<file path="src/rtl/vadd_pkg.sv">
// Shared definitions for the vector-add sequencer: FSM state encoding and
// the per-element byte stride.
package vadd_pkg;

    typedef enum logic [2:0] {
        IDLE     = 3'd0,
        RD_REQ   = 3'd1,
        RD_DATA  = 3'd2,
        WR_REQ   = 3'd3,
        WR_DATA  = 3'd4,
        DONE     = 3'd5,
        WAIT_CLR = 3'd6
    } vadd_state_e;

    localparam int unsigned STRIDE_BYTES = 8;

endpackage

</file>
<file path="src/rtl/vadd_sequencer_if.sv">
// Memory-side handshake bundle: request channel, write-data channel and
// read-data channel. The sequencer is the master, the memory the slave.
interface vadd_sequencer_if #(
    parameter int MEM_ADDR_BITS = 64,
    parameter int MEM_DATA_BITS = 64
);
    logic                     mem_req_valid;
    logic                     mem_req_ready;
    logic                     mem_req_opcode;
    logic [MEM_ADDR_BITS-1:0] mem_req_addr;
    logic                     mem_wr_valid;
    logic                     mem_wr_ready;
    logic [MEM_DATA_BITS-1:0] mem_wr_bits;
    logic                     mem_rd_valid;
    logic                     mem_rd_ready;
    logic [MEM_DATA_BITS-1:0] mem_rd_bits;

    modport master (
        output mem_req_valid, mem_req_opcode, mem_req_addr,
        output mem_wr_valid, mem_wr_bits, mem_rd_ready,
        input  mem_req_ready, mem_wr_ready, mem_rd_valid, mem_rd_bits
    );

    modport slave (
        input  mem_req_valid, mem_req_opcode, mem_req_addr,
        input  mem_wr_valid, mem_wr_bits, mem_rd_ready,
        output mem_req_ready, mem_wr_ready, mem_rd_valid, mem_rd_bits
    );
endinterface

</file>
<file path="src/rtl/vadd_cycle_counter.sv">
// Saturating up-counter for busy cycles; clear wins over enable and the
// count sticks at all-ones instead of wrapping.
module vadd_cycle_counter #(
    parameter int WIDTH = 32
) (
    input  logic             clock,
    input  logic             reset,
    input  logic             clear,
    input  logic             enable,
    output logic [WIDTH-1:0] count
);

    logic [WIDTH-1:0] count_q, count_d;

    always_comb begin
        count_d = count_q;
        if (clear) begin
            count_d = '0;
        end else if (enable && (count_q != '1)) begin
            count_d = count_q + WIDTH'(1);
        end
    end

    always_ff @(posedge clock or negedge reset) begin
        if (!reset) begin
            count_q <= '0;
        end else begin
            count_q <= count_d;
        end
    end

    assign count = count_q;

endmodule

</file>
<file path="src/rtl/vadd_sequencer.sv">
// Streams length elements from inp_baddr, adds a constant, writes them to
// out_baddr, then reports the busy-cycle count with a one-cycle finish pulse.
//
// state    | meaning
// IDLE     | waiting for launch; config snapshot taken on launch
// RD_REQ   | read request for element i outstanding
// RD_DATA  | waiting for read data, result registered on arrival
// WR_REQ   | write request for element i outstanding
// WR_DATA  | write data offered; advances i on acceptance
// DONE     | single-cycle finish / counter report
// WAIT_CLR | holds until launch drops so a stale launch cannot restart
module vadd_sequencer
    import vadd_pkg::*;
#(
    parameter int MEM_ADDR_BITS  = 64,
    parameter int MEM_DATA_BITS  = 64,
    parameter int HOST_DATA_BITS = 32
) (
    input  logic                      clock,
    input  logic                      reset,
    input  logic                      launch,
    output logic                      finish,
    output logic                      event_counter_valid,
    output logic [HOST_DATA_BITS-1:0] event_counter_value,
    input  logic [HOST_DATA_BITS-1:0] constant,
    input  logic [HOST_DATA_BITS-1:0] length,
    input  logic [MEM_ADDR_BITS-1:0]  inp_baddr,
    input  logic [MEM_ADDR_BITS-1:0]  out_baddr,
    vadd_sequencer_if.master          mem
);

    vadd_state_e               state_q, state_d;
    logic [HOST_DATA_BITS-1:0] i_q, i_d;
    logic [HOST_DATA_BITS-1:0] const_q, const_d;
    logic [HOST_DATA_BITS-1:0] len_q, len_d;
    logic [MEM_ADDR_BITS-1:0]  inp_q, inp_d;
    logic [MEM_ADDR_BITS-1:0]  out_q, out_d;
    logic [MEM_DATA_BITS-1:0]  result_q, result_d;

    logic                      cnt_clear;
    logic                      cnt_enable;
    logic [HOST_DATA_BITS-1:0] cnt_value;
    logic [HOST_DATA_BITS-1:0] cnt_report;
    logic [MEM_ADDR_BITS-1:0]  offset;
    logic [HOST_DATA_BITS:0]   i_inc;
    logic                      last_elem;

    assign offset    = MEM_ADDR_BITS'(i_q) * MEM_ADDR_BITS'(STRIDE_BYTES);
    // One extra bit so length = all-ones terminates instead of wrapping.
    assign i_inc     = {1'b0, i_q} + (HOST_DATA_BITS+1)'(1);
    assign last_elem = (i_inc == {1'b0, len_q});

    always_comb begin
        state_d   = state_q;
        i_d       = i_q;
        const_d   = const_q;
        len_d     = len_q;
        inp_d     = inp_q;
        out_d     = out_q;
        result_d  = result_q;
        cnt_clear = 1'b0;
        case (state_q)
            IDLE: begin
                if (launch) begin
                    const_d   = constant;
                    len_d     = length;
                    inp_d     = inp_baddr;
                    out_d     = out_baddr;
                    i_d       = '0;
                    cnt_clear = 1'b1;
                    state_d   = (length == '0) ? DONE : RD_REQ;
                end
            end
            RD_REQ: begin
                if (mem.mem_req_ready) state_d = RD_DATA;
            end
            RD_DATA: begin
                if (mem.mem_rd_valid) begin
                    result_d = mem.mem_rd_bits + MEM_DATA_BITS'(const_q);
                    state_d  = WR_REQ;
                end
            end
            WR_REQ: begin
                if (mem.mem_req_ready) state_d = WR_DATA;
            end
            WR_DATA: begin
                if (mem.mem_wr_ready) begin
                    i_d     = i_inc[HOST_DATA_BITS-1:0];
                    state_d = last_elem ? DONE : RD_REQ;
                end
            end
            DONE:     state_d = WAIT_CLR;
            WAIT_CLR: begin
                if (!launch) state_d = IDLE;
            end
            default:  state_d = IDLE;
        endcase
    end

    always_ff @(posedge clock or negedge reset) begin
        if (!reset) begin
            state_q  <= IDLE;
            i_q      <= '0;
            const_q  <= '0;
            len_q    <= '0;
            inp_q    <= '0;
            out_q    <= '0;
            result_q <= '0;
        end else begin
            state_q  <= state_d;
            i_q      <= i_d;
            const_q  <= const_d;
            len_q    <= len_d;
            inp_q    <= inp_d;
            out_q    <= out_d;
            result_q <= result_d;
        end
    end

    assign cnt_enable = (state_q != IDLE) && (state_q != WAIT_CLR);

    vadd_cycle_counter #(
        .WIDTH (HOST_DATA_BITS)
    ) u_cycle_counter (
        .clock  (clock),
        .reset  (reset),
        .clear  (cnt_clear),
        .enable (cnt_enable),
        .count  (cnt_value)
    );

    // The report includes the DONE cycle itself, which the counter has not yet absorbed.
    assign cnt_report = (cnt_value == '1) ? cnt_value : cnt_value + HOST_DATA_BITS'(1);

    assign mem.mem_req_valid    = (state_q == RD_REQ) || (state_q == WR_REQ);
    assign mem.mem_req_opcode   = (state_q == WR_REQ);
    assign mem.mem_req_addr     = (state_q == RD_REQ) ? inp_q + offset :
                                  (state_q == WR_REQ) ? out_q + offset : '0;
    assign mem.mem_wr_valid     = (state_q == WR_DATA);
    assign mem.mem_wr_bits      = (state_q == WR_DATA) ? result_q : '0;
    assign mem.mem_rd_ready     = (state_q == RD_DATA);

    assign finish               = (state_q == DONE);
    assign event_counter_valid  = (state_q == DONE);
    assign event_counter_value  = (state_q == DONE) ? cnt_report : '0;

endmodule

</file>
<file path="src/flat_wrapper.sv">
// flat-port wrapper written by rule: the top's interface ports become plain ports
module vadd_sequencer_flat import vadd_pkg::*;
#(
    parameter int MEM_ADDR_BITS  = 64,
    parameter int MEM_DATA_BITS  = 64,
    parameter int HOST_DATA_BITS = 32
)
  (clock, reset, launch, finish, event_counter_valid, event_counter_value, constant, length, inp_baddr, out_baddr, mem_mem_req_valid, mem_mem_req_opcode, mem_mem_req_addr, mem_mem_wr_valid, mem_mem_wr_bits, mem_mem_rd_ready, mem_mem_req_ready, mem_mem_wr_ready, mem_mem_rd_valid, mem_mem_rd_bits);
  vadd_sequencer_if #(.MEM_ADDR_BITS(MEM_ADDR_BITS), .MEM_DATA_BITS(MEM_DATA_BITS)) mem_i ();
  input  logic clock;
  input  logic reset;
  input  logic launch;
  output logic finish;
  output logic event_counter_valid;
  output logic [HOST_DATA_BITS-1:0] event_counter_value;
  input  logic [HOST_DATA_BITS-1:0] constant;
  input  logic [HOST_DATA_BITS-1:0] length;
  input  logic [MEM_ADDR_BITS-1:0] inp_baddr;
  input  logic [MEM_ADDR_BITS-1:0] out_baddr;
  output wire logic [$bits(mem_i.mem_req_valid)-1:0] mem_mem_req_valid;
  output wire logic [$bits(mem_i.mem_req_opcode)-1:0] mem_mem_req_opcode;
  output wire logic [$bits(mem_i.mem_req_addr)-1:0] mem_mem_req_addr;
  output wire logic [$bits(mem_i.mem_wr_valid)-1:0] mem_mem_wr_valid;
  output wire logic [$bits(mem_i.mem_wr_bits)-1:0] mem_mem_wr_bits;
  output wire logic [$bits(mem_i.mem_rd_ready)-1:0] mem_mem_rd_ready;
  input wire logic [$bits(mem_i.mem_req_ready)-1:0] mem_mem_req_ready;
  input wire logic [$bits(mem_i.mem_wr_ready)-1:0] mem_mem_wr_ready;
  input wire logic [$bits(mem_i.mem_rd_valid)-1:0] mem_mem_rd_valid;
  input wire logic [$bits(mem_i.mem_rd_bits)-1:0] mem_mem_rd_bits;
  assign mem_mem_req_valid = mem_i.mem_req_valid;
  assign mem_mem_req_opcode = mem_i.mem_req_opcode;
  assign mem_mem_req_addr = mem_i.mem_req_addr;
  assign mem_mem_wr_valid = mem_i.mem_wr_valid;
  assign mem_mem_wr_bits = mem_i.mem_wr_bits;
  assign mem_mem_rd_ready = mem_i.mem_rd_ready;
  assign mem_i.mem_req_ready = mem_mem_req_ready;
  assign mem_i.mem_wr_ready = mem_mem_wr_ready;
  assign mem_i.mem_rd_valid = mem_mem_rd_valid;
  assign mem_i.mem_rd_bits = mem_mem_rd_bits;
  vadd_sequencer #(.MEM_ADDR_BITS(MEM_ADDR_BITS), .MEM_DATA_BITS(MEM_DATA_BITS), .HOST_DATA_BITS(HOST_DATA_BITS)) u_core (.clock(clock), .reset(reset), .launch(launch), .finish(finish), .event_counter_valid(event_counter_valid), .event_counter_value(event_counter_value), .constant(constant), .length(length), .inp_baddr(inp_baddr), .out_baddr(out_baddr), .mem(mem_i));
endmodule
</file>
<file path="config.mk">
export PLATFORM = sky130hd
export DESIGN_NAME = vadd_sequencer_flat
export DESIGN_NICKNAME = d
export VERILOG_FILES = /design/src/rtl/vadd_pkg.sv /design/src/rtl/vadd_sequencer_if.sv /design/src/rtl/vadd_cycle_counter.sv /design/src/rtl/vadd_sequencer.sv /design/src/flat_wrapper.sv
export SDC_FILE = /design/constraint.sdc
export NUM_CORES = 1
export LEC_CHECK = 0
export BUFFER_PORTS_ARGS = -buffer_cell sky130_fd_sc_hd__buf_2
export CORE_UTILIZATION = 54
export CTS_CLUSTER_DIAMETER = 150
export DETAILED_ROUTE_END_ITERATION = 7
export HOLD_SLACK_MARGIN = 0.15
export PLACE_DENSITY = 0.75
export SKIP_LAST_GASP = 1
export SLEW_MARGIN = 20
export SYNTH_ARGS = -nofsm -noshare
export SYNTH_HDL_FRONTEND = slang
export SYNTH_SLANG_ARGS = --single-unit
</file>
<file path="constraint.sdc">
create_clock -name clock -period 3.3 [get_ports clock]
set_input_delay 0 -clock clock [delete_from_list [all_inputs] [get_ports clock]]
set_output_delay 0 -clock clock [all_outputs]
set_load 0.01 [all_outputs]
</file>
=== Yosys cells after proc, flatten, opt, wreduce, memory -nomap -nowiden ===
Index checks and enable logic that the tools add are counted.

* Register bits after elaboration: 323
* Output and inout bits: 166
* Logic and storage cells: 62

* $add $sub $neg: 5
* Equality and inequality tests: 16
* Multiplexer cells: 21
* Reduce and logical (&&, ||, !) cells: 12

{| class="wikitable"
|+ Operators with widths
! cell !! number
|-
| $mux W32 || 6
|-
| $mux W64 || 3
|-
| $add A64 B35 Y64 || 2
|-
| $add A64 B32 Y64 || 1
|-
| $pmux W32 S2 || 1
|-
| $add A32 B1 Y33 const B || 1
|-
| $eq A33 B32 Y1 || 1
|-
| $add A32 B1 Y32 const B || 1
|-
| $eq A32 B32 Y1 const B || 1
|-
| $logic_not A32 Y1 || 1
|-
| $ne A32 B32 Y1 const B || 1
|-
| $mux W3 || 8
|-
| $pmux W3 S7 || 1
|-
| $eq A3 B3 Y1 const B || 3
|-
| $eq A3 B2 Y1 const B || 2
|-
| $ne A2 B1 Y1 const B || 3
|-
| $ne A2 B2 Y1 const B || 3
|-
| $reduce_and A6 Y1 || 1
|-
| $reduce_and A2 Y1 || 2
|-
| $reduce_bool A2 Y1 || 2
|-
| $eq A3 B1 Y1 const B || 1
|-
| $logic_not A3 Y1 || 1
|-
| $ne A3 B3 Y1 const B || 1
|-
| $reduce_and A3 Y1 || 1
|-
| 4 further kinds || 6
|}

=== Logic depth before layout (Yosys ltp) ===
Gate-level depths: netlist (run 1).

* Depth after elaboration: 5
* Gate-level depth with buffers: 14

=== By module ===
Synthesis (run 1) repeated with hierarchy kept, for this count alone.

* Cells, all modules: 2887
* Area total of the unflattened synthesis: 22749.3 um^2

{| class="wikitable"
|+ Modules (own cells, without submodules)
! module !! times used !! cells each !! area each (um^2) !! sequential area each (um^2)
|-
| vadd_sequencer || 1 || 2689 || 20895.0 || 7282.0
|-
| vadd_cycle_counter || 1 || 198 || 1854.3 || 800.8
|}

=== Least setup slack after synthesis (run 1) ===
Ideal clock, no wire load.

* Path type: register to output
* Start: register u_core.i_q[0]
* End: output port mem_mem_req_addr[57]
* Data arrival time: 3153 ps
* Slack: 147 ps
* Cell stages (with the launch flop): 14
* Buffers on the path: 0
* Path through: dfrtp_1 ha_1 inv_1 fa_1 nor2b_1 o21a_1 o211ai_1 a21oi_1 a21oi_2 o211ai_2 nand3_1 a21o_1 or4_1 a311oi_1

* Cells in the longest elaborated chain, start to end: 3
* Elaborated cells on any way between the ends: 4
* Classes of those cells: 2 x add/sub; 2 x mux

{| class="wikitable"
|+ Ends and longest elaborated chain
! element !! line !! text
|-
| start, declared || vadd_sequencer.sv:33 || <nowiki>logic [HOST_DATA_BITS-1:0] i_q, i_d;</nowiki>
|-
| start signal, assigned || vadd_sequencer.sv:111 || <nowiki>i_q <= i_d;</nowiki>
|-
| $add A64 B35 Y64 || vadd_sequencer.sv:138 || <nowiki>(state_q == WR_REQ) ? out_q + offset : '0;</nowiki>
|-
| $mux W64 || vadd_sequencer.sv:138 ||
|-
| $mux W64 * || vadd_sequencer.sv:137 || <nowiki>assign mem.mem_req_addr = (state_q == RD_REQ) ? inp_q + offset :</nowiki>
|-
| end, declared || flat_wrapper.sv:22 || <nowiki>output wire logic [$bits(mem_i.mem_req_addr)-1:0] mem_mem_req_addr;</nowiki>
|}

Every way passes the cells marked *; elsewhere a longest branch is shown, timed or not.

=== Worst setup path in the final report (run 1) ===
* Start: register u_core.i_q[0]
* End: output port mem_mem_req_addr[47]

The elaborated chain is that of the path after synthesis.

==> impl_results.md, run 1 <==
- Finished Layout Cells: 4187
- Largest net degree at the start of global routing: 190
- Routed length per instance: 20.03 um
- Clk sinks: 323
- Most common flop cell mapped by yosys: dfrtp_1
- Placed Area: 25530 sq um
- IO buf count: 427
- RePlAce Congestion: 0.9696
- Post-Route Skew: 17.60 ps
- Unrepaired setup endpoints after global routing: yes
- Tmin final: 3834 ps
- Worst setup SP type: register
- Final Cell Area: 31710 sq um
- Hold WC Path Type: input pin to register
- Crit path DAT: 3830 ps
- Max Slew Vio Count: 0
- TritonCTS clock tree: yes
- Std cell rows: 74
- Crit path required time: 3300 ps
- Synthesized flop and latch total: 323
- H-tree levels: 2
- CTS max path bufs: 3
- Failing checks: setup timing
- Crit path kind: register to output pin
- Achievable Freq: 260.8 MHz
- Status: finished, violations left
- Setup slack after layout: -534.5 ps
- Final hold vios: 0
- Critical path fanouts, max: 5
- Final wirelength: 83.85 mm
- CP Capture Type: output pin
- Crit share post-route: 116.2%
- DR vias/cell: 5.945
- Starting density of the core: 54.67%
- # fillers: 2709
- Post-synth ARST share: 100.0%
- GR Util All Layers: 37.96%
- Maximum vdd drop: 0.4544 mV
- Vias in the first global route: 23920
- DR iter-0 viols: 2425
- # IOs: 428
- P&R area growth vs syn: 42.37%
- Die Y: 205.1 um
- Worst-skew pair later-pin latency: 560 ps
- Worst Max-Slew Pin Slew: 922.7 ps
- Cts bufs inserted: 39
- Mapped Nets: 3180
- Worst r2r src: u_core.const_q[1]
- Hpwl dp: 52.28 mm
- Die area: 42060 sq um
- Synth cell types: 89
- Synth Cell Area: 22270 sq um
- Core Region: 40740 sq um
- PwrDens: 705.4 nW/um^2
- Crit path from: u_core.i_q[0]
- Finished Core Util: 77.84%
- Setup-violating endpoint count in the final report: 39
- Sequential-to-total area share from yosys stat: 36.29%
- Layout cells sized above 1: 24.34%
- Placed Instances: 3747
- Worst hold start: out_baddr[9]
- Die width: 205.1 um
- 1st-pass router iterations: 8
- Vias: 24890
- Total chip power: 22.37 mW
- Global route total overflow: 0
- Syn_area_per_cell: 7.907 sq um
- First-pass GRT wire length: 125.6 mm
- Final ANT Viol Nets: 0
- Initial antenna violation count: 1
- Yosys warns: 0
- Leak: 15.47 nW
- Post-Synthesis Cells: 2817
- CTS clk-pin slew, worst paths: 60 ps
- Clk root buf: clkbuf_16
- DRC Markers: 0
- Final net count: 3986
- Max Cap Viol: 0
- Post-synth EDFFs: 0
- Slew HR: 38.49%
==> repair_timing <==
action / in CTS / in global routing
cloned: 2 / 0
endpoints found under the hold margin: 590 / 0
hold buffers: 307 / 0
resized for setup: 132 / 124
buffers inserted: 25 / 37
pin swaps: 78 / 79
endpoints found under the setup margin: 46 / 118
==> logic make-up (layout without fill, tap and decap cells) <==
kind of cell	after synthesis	in the layout	synth area share, %
xor+xnor	244	244	9.594
other cells	0	3	0
fa+ha+maj	101	101	5.775
buf+inv	187	1021	3.415
simple gates	1316	1316	26.81
mux	14	14	0.6347
compound gates	632	633	17.48
flops	323	323	36.29
==> cell usage in the layout (no fill, tap or decap), types with 15 or more instances in the layout <==
cell type | Yosys | final
o21ai_0 | 202 | 183
nor4_1 | 25 | 23
dlygate4sd3_1 | 0 | 305
buf_4 | 2 | 146
xnor2_1 | 152 | 147
a21o_1 | 62 | 62
nor3_1 | 25 | 17
ha_1 | 98 | 75
nor2_1 | 136 | 131
o21bai_1 | 15 | 15
o21ai_1 | 17 | 28
a31oi_1 | 24 | 18
xor2_1 | 92 | 87
a21oi_1 | 155 | 132
inv_1 | 37 | 34
clkbuf_16 | 0 | 39
buf_6 | 1 | 24
nand4_1 | 42 | 42
and2_1 | 79 | 77
a21oi_2 | 2 | 21
o22ai_1 | 29 | 17
ha_4 | 0 | 18
nand3_1 | 71 | 59
buf_2 | 19 | 423
o31ai_1 | 35 | 33
and3_1 | 61 | 61
nand2_1 | 796 | 788
dfrtp_1 | 323 | 315
==> stage by stage <==
| step | setup TNS (ps) | setup slack [ps] | hold slack, ps |
|---|---|---|---|
| CTS | -9333 | -451.1 | 150.7 |
| detailed placement | -2057 | -336.8 | 75.65 |
| floorplan | 0 | 147.3 | -295.6 |
| global placement | -1439 | -256.9 | 65.31 |
| global route | -16430 | -644.6 | 180.8 |
| finish | -12360 | -534.5 | 167.0 |
==> layer usage <==
metal	up-vias	routed length [um]	track usage (%)	share of wire, %
li1	11320	-	-	-
met1	11850	32720	47.77	39
met2	1348	39130	59.99	47
met3	370	6871	7.827	8.2
met4	0	5122	22.91	6.1
met5	-	0	0	0
==> power by group <==
part	total (mW)	switching [mW]	internal [mW]
combinational	10.8	6.37	4.45
clock	4.55	1.82	2.73
sequential	7.00	1.50	5.49
==> state kept, by name, indices dropped and copies added, names as in the netlist <==
name / count
u_core.inp_q: 64
u_core.out_q: 64
u_core.result_q: 64
u_core.const_q: 32
u_core.i_q: 32
u_core.len_q: 32
u_core.u_cycle_counter.count: 32
u_core.state_q: 3
==> Yosys cell counts (11+ instances only) <==
| master | number | share of area [%] |
|---|---|---|
| mux2i_1 | 13 | 0.58 |
| nand2_1 | 796 | 13 |
| nand2b_1 | 15 | 0.42 |
| a31oi_1 | 24 | 0.67 |
| o21bai_1 | 15 | 0.51 |
| and4_1 | 11 | 0.43 |
| dfrtp_1 | 323 | 36 |
| clkbuf_1 | 117 | 2.0 |
| o21a_1 | 11 | 0.37 |
| o21ai_0 | 202 | 4.5 |
| and3_1 | 61 | 1.7 |
| xor2_1 | 92 | 3.6 |
| buf_2 | 19 | 0.43 |
| nor3_1 | 25 | 0.56 |
| nor2_1 | 136 | 2.3 |
| o22ai_1 | 29 | 0.81 |
| nor4_1 | 25 | 0.70 |
| a21o_1 | 62 | 2.1 |
| inv_1 | 37 | 0.62 |
| o31ai_1 | 35 | 1.2 |
| nand4_1 | 42 | 1.2 |
| a21oi_1 | 155 | 3.5 |
| o21ai_1 | 17 | 0.38 |
| xnor2_1 | 152 | 6.0 |
| ha_1 | 98 | 5.5 |
| and2_1 | 79 | 2.2 |
| a211oi_1 | 13 | 0.44 |
| nand3_1 | 71 | 1.6 |
==> cell type report <==
class	count	area, sq um	area share, %
Antenna cell	3	7.507	0.02367
Inverter	38	142.6	0.4498
Tap cell	532	665.6	2.099
Timing Repair Buffer	913	6839	21.57
Sequential cell	323	8093	25.52
Clock inverter	16	181.4	0.5721
Clock buffer	54	1172	3.697
Multi-Input combinational cell	2308	14610	46.07
==> path summary, 6_finish.rpt <==
path                                             end  slack [ps]  cells after the start
worst max-delay path            mem_mem_req_addr[47]        -530                     16
worst min-delay path                 u_core.out_q[9]         170                      4
worst max register to register   u_core.result_q[45]           0                     11
worst min register to register   u_core.result_q[10]         470                      2
max in group asynchronous             u_core.i_q[12]        2170                      4
min in group asynchronous           u_core.out_q[47]         700                      4
==> worst max-delay path, stage by stage (launching register included) <==
cell	delay, ps
dfrtp_1	380
ha_2	200
inv_2	40
fa_2	360
nand2b_4	170
a21oi_4	170
o2111ai_4	150
nand2_2	140
a311oi_4	130
o31ai_4	340
a22oi_2	170
buf_6	200
o31a_1	250
o31ai_2	170
a21oi_1	70
buf_4	200
buf_6	110
Note: power is estimated with default switching activity, not from simulation.
==> run 2: changes to the inputs <==
--- a/config.mk
+++ b/config.mk
@@ -9,6 +9,7 @@
 export CORE_UTILIZATION = 54
 export CTS_CLUSTER_DIAMETER = 150
 export DETAILED_ROUTE_END_ITERATION = 7
+export GPL_TIMING_DRIVEN = 0
 export HOLD_SLACK_MARGIN = 0.15
 export PLACE_DENSITY = 0.75
 export SKIP_LAST_GASP = 1
==> run 2 against run 1 <==
Compared with the run above:
- the run still ends with setup timing left
- critical path type unchanged
- hold slack got worse by 2.9 ps
- via count increased by 1.6%
- non-clock buffer count increased by 69
- fmax fell by 2.6%
- routed wire length increased by 4.2%
- first-iteration DRC count increased by 9.9%
- final area increased by 0.64%
==> impl_results.md, run 2 (same netlist as run 1, synthesis figures left out) <==
- Maximum vdd drop: 0.4751 mV (+4.6%)
- Leak: 15.35 nW (-0.76%)
- Worst Max-Slew Pin Slew: 1165 ps (+242.3 ps)
- Crit share post-route: 119.3% (+3.2 points)
- Hold WC Path Type: input pin to register
- Final net count: 4053 (+1.7%)
- Die Y: 205.1 um (unchanged)
- Crit-path cells: buf_6, ha_4, inv_2, fa_2, nand2b_4, a21oi_4, o2111ai_4, nand2_2, a311oi_4, o31ai_4, buf_6, a31o_4, buf_6, nand3_2, xor2_1, o22ai_1, buf_2
- First-pass GRT wire length: 129.0 mm (+2.7%)
- Routed length per instance: 20.55 um (+2.6%)
- # IOs: 428 (unchanged)
- GR Util All Layers: 39.17% (+1.2 points)
- Tmin final: 3938 ps (+104.0 ps)
- Worst-skew pair later-pin latency: 580 ps (+20 ps)
- Delay-heaviest family, CP: compound AO/OA/AOI/OAI gates
- Max Cap Viol: 0 (unchanged)
- Final wirelength: 87.41 mm (+4.2%)
- TritonCTS clock tree: yes
- DR vias/cell: 5.945 (about the same)
- Vias: 25280 (+1.6%)
- RePlAce Congestion: 0.9557 (-1.4%)
- CTS max path bufs: 3 (unchanged)
- Post-Route Skew: 30.38 ps (+12.79 ps)
- Setup-violating endpoint count in the final report: 50 (+28%)
- PwrDens: 700.9 nW/um^2 (-0.64%)
- P&R area growth vs syn: 43.27%
- Layout cells sized above 1: 23.84% (-0.51 points)
- Placed Instances: 3779 (+0.85%)
- CP most frequent cell: buf_6
- Most frequent cells in the layout: nand2_1 (788), buf_2 (439), dlygate4sd3_1 (305)
- Worst setup SP type: register
- Failing checks: setup timing
- Critical path fanouts, max: 7 (+2)
- CP max-delay cell: dfrtp_2
- Finished Layout Cells: 4253 (+1.6%)
- Largest net degree at the start of global routing: 89 (-53%)
- Global route total overflow: 0 (unchanged)
- Crit path DAT: 3940 ps (+110 ps)
- Vias in the first global route: 24180 (+1.1%)
- Cts bufs inserted: 38 (-2.6%)
- Status: finished, violations left
- Final ANT Viol Nets: 0 (unchanged)
- CP max stage delay: 450 ps (+70 ps)
- Commonest non-fill, non-tap cell in the layout: nand2_1
- Achievable Freq: 253.9 MHz (-2.6%)
- Std cell rows: 74 (unchanged)
- Initial antenna violation count: 4 (+3)
- Unrepaired setup endpoints after global routing: yes
- Total buffers and inverters traversed by the critical path: 5 (+1)
- Clk root buf: clkbuf_16
- Crit path kind: register to output pin
- Worst Hold Slack: 164.1 ps (-2.891 ps)
- Hpwl dp: 56.74 mm (+8.5%)
- Max Slew Vio Count: 0 (unchanged)
- Starting density of the core: 54.67% (unchanged)
- DR iter-0 viols: 2664 (+9.9%)
- CP Capture Type: output pin
- CTS clk-pin slew, worst paths: 60 ps (about the same)
- Core Region: 40740 sq um (unchanged)
- Die area: 42060 sq um (unchanged)
- Setup slack after layout: -638.5 ps (-104.0 ps)
- Final hold vios: 0 (unchanged)
- IO buf count: 427 (unchanged)
- 1st-pass router iterations: 7 (-1)
- H-tree levels: 2 (unchanged)
- Die width: 205.1 um (unchanged)
- Clk sinks: 323 (unchanged)
- Crit path required time: 3300 ps (about the same)
- Largest registers: u_core.inp_q: 64 flops, u_core.out_q: 64 flops, u_core.result_q: 64 flops
- Slew HR: 22.34% (-16 points)
- DRC Markers: 0 (unchanged)
-- run 2: changes by cell type in the layout (fill, tap and decap cells not counted), moves of 8 or more --
cell,delta
nor4_1,-10
buf_12,-12
nor4_2,+11
buf_4,-68
buf_6,+8
buf_2,+16
clkbuf_2,+10
dfrtp_2,+12
clkbuf_1,+102
dfrtp_1,-12
-- run 2: final timing paths --
| kind | from | endpoint | slack, ps | cells past startpoint |
|---|---|---|---|---|
| worst max-delay path | u_core.i_q[0] | mem_mem_req_addr[37] | -640 | 17 |
| worst min-delay path | inp_baddr[6] | u_core.inp_q[6] | 160 | 4 |
| worst max register to register | u_core.const_q[1] | u_core.result_q[49] | -20 | 12 |
| worst min register to register | u_core.result_q[12] | u_core.result_q[12] | 470 | 2 |
| max in group asynchronous | reset | u_core.result_q[0] | 1860 | 5 |
| min in group asynchronous | reset | u_core.out_q[53] | 550 | 4 |
-- run 2: worst reg2reg max path: stages (launching register included) --
cell and delay, ps:
dfrtp_1 390, ha_1 300, a21o_1 170, a21o_4 220
a211oi_4 310, o32ai_4 160, a311o_2 480, a41oi_4 320
o31a_4 310, buf_12 180, nor4_2 50, xnor2_1 200
o21ai_1 90
-- run 2: final cells by class --
type	instances	area (sq um)
clock inverter	10	135.1
multi-input combinational	2307	14820
fill	2776	8827
buffer	139	631.9
inverter	38	143.9
sequential	323	8108
antenna	8	20.02
tap	532	665.6
timing repair buffer	843	6267
clock buffer	53	1119
-- run 2: layer usage --
metal,global-route usage [%],up-vias,wire [um]
li1,-,11460,-
met1,50.68,11980,34230
met2,61.55,1495,39800
met3,7.429,348,7928
met4,21.88,0,5444
met5,0,-,0
-- run 2: timing repair --
| item | 4_1_cts | 5_1_grt |
|---|---|---|
| cloned | 1 | 2 |
| gates resized for setup | 207 | 147 |
| hold buffers | 306 | 0 |
| endpoints found under the hold margin | 420 | 0 |
| setup buffers | 59 | 48 |
| endpoints found under the setup margin | 122 | 255 |
| pin swaps | 80 | 92 |
-- run 2: through the flow --
step                util [%]  setup TNS (ps)  power, mW  instance area [sq um]  setup WS [ps]
floorplan                  -               0      12.82                  22270          147.3
global placement       61.55        -1278760      15.72                  25080          -3980
detailed placement     61.78          -15650      16.03                  25170         -823.2
CTS                    75.87          -14650      21.30                  30910         -670.7
global route           78.31          -24500      23.56                  31900         -761.4
finish                 78.33          -18580      22.37                  31910         -638.5
-- run 2: power breakdown --
group	internal, mW	total [mW]	switching [mW]
clock network	2.59	4.33	1.74
logic	4.36	11.1	6.73
registers	5.50	6.94	1.45
